**config.mk**
```make
export PLATFORM = sky130hd
export DESIGN_NAME = mem_dma_master_flat
export DESIGN_NICKNAME = d
export VERILOG_FILES = /design/src/rtl/mem_bus_pkg.sv /design/src/rtl/mem_dma_master_if.sv /design/src/rtl/mem_dma_master.sv /design/src/flat_wrapper.sv
export SDC_FILE = /design/constraint.sdc
export NUM_CORES = 1
export LEC_CHECK = 0
export ABC_AREA = 1
export CORE_UTILIZATION = 40
export CTS_CLUSTER_DIAMETER = 30
export DETAILED_ROUTE_END_ITERATION = 10
export GPL_ROUTABILITY_DRIVEN = 0
export GPL_TIMING_DRIVEN = 0
export RECOVER_POWER = 100
export SLEW_MARGIN = 15
export SYNTH_ARGS = -nofsm -noshare
export SYNTH_HDL_FRONTEND = slang
export SYNTH_SLANG_ARGS = --single-unit
```
**constraint.sdc**
```tcl
create_clock -name CLK -period 1.8 [get_ports CLK]
set_input_delay 0.45 -clock CLK [delete_from_list [all_inputs] [get_ports CLK]]
set_output_delay 0.45 -clock CLK [all_outputs]
set_load 0.005 [all_outputs]
```
**src/rtl/mem_bus_pkg.sv**
```systemverilog
// Shared constants and state encoding for the memory-port DMA master.
// Widths match the 8-bit program/data memory beside the 6502 core.
package mem_bus_pkg;

    localparam int ADDR_W     = 16;
    localparam int DATA_W     = 8;
    localparam int LEN_W      = 16;
    localparam int MEM_RD_LAT = 1;

    typedef enum logic [2:0] {
        IDLE,
        REQ,
        READ,
        WRITE,
        FIN
    } dma_state_t;

endpackage

```
**src/rtl/mem_dma_master_if.sv**
```systemverilog
// Memory port and arbitration signals between the DMA master and the memory/arbiter.
// The master owns Address/WE/DataIn only while BusGrant is high.
interface mem_dma_master_if #(
    parameter int ADDR_W = mem_bus_pkg::ADDR_W,
    parameter int DATA_W = mem_bus_pkg::DATA_W
);
    logic              BusReq;
    logic              BusGrant;
    logic              MemWE;
    logic [ADDR_W-1:0] MemAddr;
    logic [DATA_W-1:0] MemWData;
    logic [DATA_W-1:0] MemRData;

    modport master (
        output BusReq,
        output MemWE,
        output MemAddr,
        output MemWData,
        input  BusGrant,
        input  MemRData
    );

    modport slave (
        input  BusReq,
        input  MemWE,
        input  MemAddr,
        input  MemWData,
        output BusGrant,
        output MemRData
    );
endinterface

```
**src/rtl/mem_dma_master.sv**
```systemverilog
// Block-copy DMA master for the synchronous 8-bit memory: ascending copy, 2 cycles/byte.
// Build option MEM_DMA_FILL_EN adds a fill mode (Fill/FillValue) that skips reads, 1 cycle/byte.
//
// state | meaning
// IDLE  | waiting for Start
// REQ   | requesting the memory port, waiting for BusGrant
// READ  | source address on the bus
// WRITE | destination written with the registered read data (or fill byte)
// FIN   | one-cycle Done pulse
module mem_dma_master
    import mem_bus_pkg::*;
#(
    parameter int ADDR_W = mem_bus_pkg::ADDR_W,
    parameter int DATA_W = mem_bus_pkg::DATA_W,
    parameter int LEN_W  = mem_bus_pkg::LEN_W
) (
    input  logic              CLK,
    input  logic              RST_N,
    input  logic              Start,
    input  logic [ADDR_W-1:0] SrcAddr,
    input  logic [ADDR_W-1:0] DstAddr,
    input  logic [LEN_W-1:0]  Length,
`ifdef MEM_DMA_FILL_EN
    input  logic              Fill,
    input  logic [DATA_W-1:0] FillValue,
`endif
    output logic              Busy,
    output logic              Done,
    mem_dma_master_if.master  bus
);

    dma_state_t        state_q, state_d;
    logic [ADDR_W-1:0] src_q, src_d;
    logic [ADDR_W-1:0] dst_q, dst_d;
    logic [LEN_W-1:0]  cnt_q, cnt_d;
    logic              zlen_q, zlen_d;
    logic              we_q;
    logic [ADDR_W-1:0] addr_q;
    logic [DATA_W-1:0] wdata_q;
    logic              fill_mode;
    logic [DATA_W-1:0] wr_byte;

`ifdef MEM_DMA_FILL_EN
    logic              fill_q;
    logic [DATA_W-1:0] fill_val_q;

    always_ff @(posedge CLK) begin
        if (!RST_N) begin
            fill_q     <= 1'b0;
            fill_val_q <= '0;
        end else if (state_q == IDLE && Start) begin
            fill_q     <= Fill;
            fill_val_q <= FillValue;
        end
    end

    assign fill_mode = fill_q;
    assign wr_byte   = fill_q ? fill_val_q : bus.MemRData;
`else
    assign fill_mode = 1'b0;
    assign wr_byte   = bus.MemRData;
`endif

    // A zero-length job idles one extra cycle in FIN so Done lands 2 cycles after Start.
    always_comb begin
        state_d = state_q;
        src_d   = src_q;
        dst_d   = dst_q;
        cnt_d   = cnt_q;
        zlen_d  = zlen_q;
        case (state_q)
            IDLE: begin
                if (Start) begin
                    src_d   = SrcAddr;
                    dst_d   = DstAddr;
                    cnt_d   = Length;
                    zlen_d  = (Length == '0);
                    state_d = (Length == '0) ? FIN : REQ;
                end
            end
            REQ: begin
                if (bus.BusGrant) state_d = fill_mode ? WRITE : READ;
            end
            READ: begin
                state_d = WRITE;
            end
            WRITE: begin
                src_d = src_q + ADDR_W'(1);
                dst_d = dst_q + ADDR_W'(1);
                cnt_d = cnt_q - LEN_W'(1);
                if (cnt_q == LEN_W'(1))  state_d = FIN;
                else if (!bus.BusGrant)  state_d = REQ;
                else                     state_d = fill_mode ? WRITE : READ;
            end
            FIN: begin
                if (zlen_q) zlen_d  = 1'b0;
                else        state_d = IDLE;
            end
            default: state_d = IDLE;
        endcase
    end

    always_ff @(posedge CLK) begin
        if (!RST_N) begin
            state_q <= IDLE;
            src_q   <= '0;
            dst_q   <= '0;
            cnt_q   <= '0;
            zlen_q  <= 1'b0;
            we_q    <= 1'b0;
            addr_q  <= '0;
            wdata_q <= '0;
        end else begin
            state_q <= state_d;
            src_q   <= src_d;
            dst_q   <= dst_d;
            cnt_q   <= cnt_d;
            zlen_q  <= zlen_d;
            we_q    <= (state_d == WRITE);
            if (state_d == READ)       addr_q <= src_d;
            else if (state_d == WRITE) addr_q <= dst_d;
            if (state_q == WRITE)      wdata_q <= wr_byte;
        end
    end

    // Write data bypasses the register in WRITE: memory DataOut is already registered.
    assign bus.MemWData = (state_q == WRITE) ? wr_byte : wdata_q;
    assign bus.MemWE    = we_q;
    assign bus.MemAddr  = addr_q;
    assign bus.BusReq   = (state_q inside {REQ, READ, WRITE});
    assign Busy         = (state_q != IDLE);
    assign Done         = (state_q == FIN) && !zlen_q;

endmodule
```
**src/flat_wrapper.sv**
```systemverilog
// flat-port wrapper written by rule: the top's interface ports become plain ports
module mem_dma_master_flat import mem_bus_pkg::*;
#(
    parameter int ADDR_W = mem_bus_pkg::ADDR_W,
    parameter int DATA_W = mem_bus_pkg::DATA_W,
    parameter int LEN_W  = mem_bus_pkg::LEN_W
)
  (CLK, RST_N, Start, SrcAddr, DstAddr, Length, Busy, Done, bus_BusReq, bus_MemWE, bus_MemAddr, bus_MemWData, bus_BusGrant, bus_MemRData);
  mem_dma_master_if #(.ADDR_W(ADDR_W), .DATA_W(DATA_W)) bus_i ();
  input  logic CLK;
  input  logic RST_N;
  input  logic Start;
  input  logic [ADDR_W-1:0] SrcAddr;
  input  logic [ADDR_W-1:0] DstAddr;
  input  logic [LEN_W-1:0] Length;
  output logic Busy;
  output logic Done;
  output wire logic [$bits(bus_i.BusReq)-1:0] bus_BusReq;
  output wire logic [$bits(bus_i.MemWE)-1:0] bus_MemWE;
  output wire logic [$bits(bus_i.MemAddr)-1:0] bus_MemAddr;
  output wire logic [$bits(bus_i.MemWData)-1:0] bus_MemWData;
  input wire logic [$bits(bus_i.BusGrant)-1:0] bus_BusGrant;
  input wire logic [$bits(bus_i.MemRData)-1:0] bus_MemRData;
  assign bus_BusReq = bus_i.BusReq;
  assign bus_MemWE = bus_i.MemWE;
  assign bus_MemAddr = bus_i.MemAddr;
  assign bus_MemWData = bus_i.MemWData;
  assign bus_i.BusGrant = bus_BusGrant;
  assign bus_i.MemRData = bus_MemRData;
  mem_dma_master #(.ADDR_W(ADDR_W), .DATA_W(DATA_W), .LEN_W(LEN_W)) u_core (.CLK(CLK), .RST_N(RST_N), .Start(Start), .SrcAddr(SrcAddr), .DstAddr(DstAddr), .Length(Length), .Busy(Busy), .Done(Done), .bus(bus_i));
endmodule
```
**Word-level counts from Yosys, hierarchy flattened**

Index checks and enable logic that the tools add are counted.

- Flip-flop bits (word level): 77
- Output and inout port bits: 28
- Word-level logic and storage cells: 48
- Input port bits: 60

- Add/subtract/negate cells: 3
- Reduce and logical (&&, ||, !) cells: 11
- Eq/ne operators: 8
- Multiplexer cells: 18

Operators by type and width:

| cell | count |
|---|---|
| 16-bit case mux with 2 select lines | 3 |
| 16-bit 2-to-1 mux | 5 |
| 16-bit by 1-bit adder with 16-bit output (second input constant) | 2 |
| 16-bit by 1-bit == test with 1-bit output (second input constant) | 1 |
| 16-bit zero test | 1 |
| 16-bit by 1-bit subtractor with 16-bit output (second input constant) | 1 |
| 3-bit 2-to-1 mux | 5 |
| 3-bit case mux with 5 select lines | 1 |
| 3-bit by 2-bit == test with 1-bit output (second input constant) | 4 |
| 8-bit 2-to-1 mux | 1 |
| 2-bit nonzero test | 3 |
| 3-bit nonzero test | 2 |
| 2-bit AND reduction | 2 |
| 3-bit by 1-bit == test with 1-bit output (second input constant) | 1 |
| 3-bit == test (second input constant) | 1 |
| 3-bit zero test | 1 |
| 2-bit 2-to-1 mux | 1 |
| 2-bit inequality test (second input constant) | 1 |
| 1-bit case mux with 2 select lines | 1 |
| 1-bit logical AND | 1 |
| 1-bit zero test | 1 |
| 1-bit 2-to-1 mux | 1 |

**Depth between registers and ports, before layout**

- Depth in word-level cells: 7
- Depth in mapped cells: 13

**Worst setup path after synthesis**

Ideal clock, no wire load.

- Path kind: reg2out
- Start: register u_core.state_q[2]
- End: output bus_MemWData[4]
- Slack: 0.062 ns
- Required time: 1.350 ns
- Cell stages (with the launch flop): 8
- Buffers on the path: 1
- Arrival time: 1.288 ns
- Cells stage by stage: dfxtp_1 > inv_2 > nand3_4 > inv_4 > buf_2 > or2_2 > o21ai_0 > inv_1

- Longest elaborated chain between the ends: 2

Ends and longest elaborated chain:

| what | line | RTL |
|---|---|---|
| start, declared | mem_dma_master.sv:32 | `dma_state_t state_q, state_d;` |
| start signal, assigned | mem_dma_master.sv:114 | `state_q <= state_d;` |
| 3-bit by 2-bit == test with 1-bit output | mem_dma_master.sv:127 | `assign bus.MemWData = (state_q == WRITE) ? wr_byte : wdata_q;` |
| 8-bit 2-to-1 mux | n/a |  |
| end, declared | flat_wrapper.sv:21 | `output wire logic [$bits(bus_i.MemWData)-1:0] bus_MemWData;` |

No other way between the ends.

**Worst setup path in the final report**

- Start: register u_core.state_q[2]
- End: output bus_MemWData[0]

The elaborated chain is that of the path after synthesis.

==> impl_results.md <==
* Run status: finished with violations
* Failing checks: negative setup slack
* #FFs+latches synth at 77
* Critical path type: reg -> out
* Final Net Count at 954
* Hold path cells at 2
* Peak supply drop at 0.736 mV
* YS warnings at 0
* Hold path start: u_core.cnt_q[15]$_SDFFE_PN0P_
* Setup slack after layout at -0.155 ns
* Design area at 0.00658 mm^2
* TritonCTS clock tree: built
* Number of global-route vias before repair at 4961
* H-tree levels at 3
* First-pass GRT wire length at about 26000 um
* Most common cell in the synthesized netlist: nand2_1
* Post-DP Area at 0.00579 mm^2
* Post-synth net total at between 800 and 900
* Vias at 5539
* CP Data Arrival Time at 1.50 ns
* Die X at 111 um
* Buffers on Ports at 87
* Die area at 0.0123 mm^2
* Max Cap Viol at 0
* Prevailing post-synth register cell: dfxtp_1
* Worst-path fanout max at 6
* Post-synth top cells: 189 x nand2_1, 93 x inv_1, 91 x nand3_1
* Area share of the largest cell type after synthesis at between 30% and 40%
* GRT Overall Usage at a little over a quarter
* Placed cell count at ~1000
* Grt ovf at 0
* Largest net degree at the start of global routing at 14
* Crit start category: register
* RSZ-0062 raised after global routing: true
* Clock root buffer: clkbuf_16
* Worst Hold Class: reg -> reg
* Row count at 39
* Crit path required time at 1.35 ns
* PD cells at 807 mW/mm^2
* Final non-filler cell total at 1038
* Fin Hold WS at 0.488 ns
* Die height at 111 um
* Largest cells by area after synthesis: dfxtp_1 33%, nand2_1 15%, nand3_1 9.6%
* CTS buffer count at 9
* Mapped Cells at 753
* Post-synth EDFFs at 0
* Endpoints failing setup at 17
* Clock tree buffer depth at 2
* Initial antenna violation count at 0
* Count of clock tree sinks at a little under 80
* Clock Skew at 0.00657 ns
* Detailed-placement wirelength estimate at between 10000 and 15000 um
* Leakage power at 2.96 nW
* Synth async-reset ratio at 0%
* Core box area at 0.0115 mm^2
* R2R cell count at 11
* Antenna Cells at 0
* Min cycle time layout at around 2.0 ns
* Final period util at 109%
* Drt wl/cell at 16.2 um
* Slew of the pin with the lowest slew margin at 0.669 ns
* Clock transition at path regs at roughly 0.06 ns
* Reg-to-reg slack, setup at -0.13 ns
* Area growth from synthesis to layout at 38.8%
* Synth area leader: dfxtp_1
* Routed Antenna Nets at 0
* R2r startpoint: u_core.state_q[2]$_SDFF_PN0_
* Worst hold endpoint: u_core.cnt_q[15]$_SDFFE_PN0P_
* Drt first pass iters at 5
* Final hold vios at 0
* DRC viols at 0
* Post-synthesis cell area at 0.00474 mm^2
* Setup_tns at -1.62 ns
* Starting Density at 41.3%
* Final wirelength at 16800 um
* Slew Limit Fails at 0
* Sequential-to-total area share from yosys stat at 32.5%
* Mean Syn Cell Area at roughly 6.3 um^2
* Netlist cell types at 37
* Headroom to the max-slew limit at 55.4%
* Drt via density at between 5 and 6
* Layout cell share with drive strength beyond 1 at 16.3%
* F_max at 0.512 GHz
* Crit path capture type: output port
* Worst r2r dst: u_core.bus.MemAddr[4]$_SDFFE_PN0P_
* Clk_lat worst skew at 0.34 ns
* Ports at 88
* Starting DRC count in detailed routing at 430
final cells by class:
cell class,instances,area (um^2)
Sequential cell,77,1550
Buffer,29,203
Inverter,100,388
Tap cell,143,179
Clock buffer,10,229
Timing Repair Buffer,126,1170
Fill cell,1128,4890
Multi-Input combinational cell,547,2780
Clock inverter,6,87.6
placed cells by master, fill, tap and decap left out, types with 8 or more instances in the layout:
master	count
a21oi_1	45
o21ai_0	31
o22ai_1	10
nand2_1	189
nor2_1	72
clkbuf_16	11
dfxtp_1	73
buf_4	37
o21ai_2	12
clkdlybuf4s50_1	61
or2_4	8
dlygate4sd3_1	14
inv_1	91
o211ai_1	10
nand3_1	91
nand4_1	21
buf_2	13
clkbuf_2	9
per-layer routing:
layer	GRT usage, %	vias up	share of wire [%]
met5	0	-	0
li1	-	2745	-
met4	7.29	0	1.3
met1	36.8	2539	46
met2	43.4	237	45
met3	4.98	18	7.6
flip-flops by register name, indices dropped and copies added, names as in the netlist:
name	count
u_core.bus.MemAddr	16
u_core.cnt_q	16
u_core.dst_q	16
u_core.src_q	16
u_core.wdata_q	8
u_core.state_q	3
u_core.bus.MemWE	1
u_core.zlen_q	1
worst max-delay path, cell delays in order (launching register included):
cell and delay [ns]:
dfxtp_4 0.36, inv_4 0.04, nand3_4 0.12, inv_8 0.05, buf_8 0.12, or2_4 0.24
o21ai_4 0.07, inv_2 0.05, buf_6 0.11
logic make-up (layout without fill, tap and decap cells):
group,count (synthesis),after routing,synth area share [%]
AO/OA/AOI/OAI,121,121,14.4
XOR/XNOR,4,4,0.739
adder cells (fa/ha/maj),4,4,1.06
buffers and inverters,129,271,11.2
flip-flops,77,77,32.5
AND/OR/NAND/NOR,418,418,40.1
where the power goes:
part / internal, mW / leakage, nW / switching [mW] / total [mW]
Sequential: 1.83 / 0.631 / 0.129 / 1.96
Clock: 1.21 / 0.145 / 0.776 / 1.99
Combinational: 0.597 / 2.18 / 0.768 / 1.37
stage by stage:
| stage | worst slack (ns) | utilization [%] | total power [mW] |
|---|---|---|---|
| 2_1_floorplan | 0.0622 | - | 2.68 |
| 3_3_place_gp | -0.632 | 50.5 | 3.15 |
| 3_5_place_dp | -0.648 | 50.5 | 3.16 |
| 4_1_cts | -0.175 | 55.8 | 5.20 |
| 5_1_grt | -0.198 | 57.4 | 5.53 |
| 6_report | -0.155 | 57.4 | 5.31 |
worst max path at each step:
stage	startpoint	endpoint	slack, ns	depth (start not counted)
6_report	u_core.state_q[2]$_SDFF_PN0_	bus_MemWData[0]	-0.15	8
5_1_grt	u_core.state_q[2]$_SDFF_PN0_	bus_MemWData[0]	-0.20	8
4_1_cts	u_core.state_q[0]$_SDFF_PN0_	bus_MemWData[5]	-0.18	7
3_5_place_dp	RST_N	u_core.cnt_q[1]$_SDFFE_PN0P_	-0.65	5
3_3_place_gp	RST_N	u_core.dst_q[15]$_SDFF_PN0_	-0.63	5
2_1_floorplan	u_core.state_q[2]$_SDFF_PN0_	bus_MemWData[4]	0.06	7
repair_timing:
item | in CTS | in global routing
resized for setup | 89 | 37
hold buffers | 0 | 0
setup endpoints to repair | 57 | 43
pin swaps | 4 | 7
setup buffers | 38 | 12
gates cloned | 0 | 2
Power figures use the tool's default switching activity.
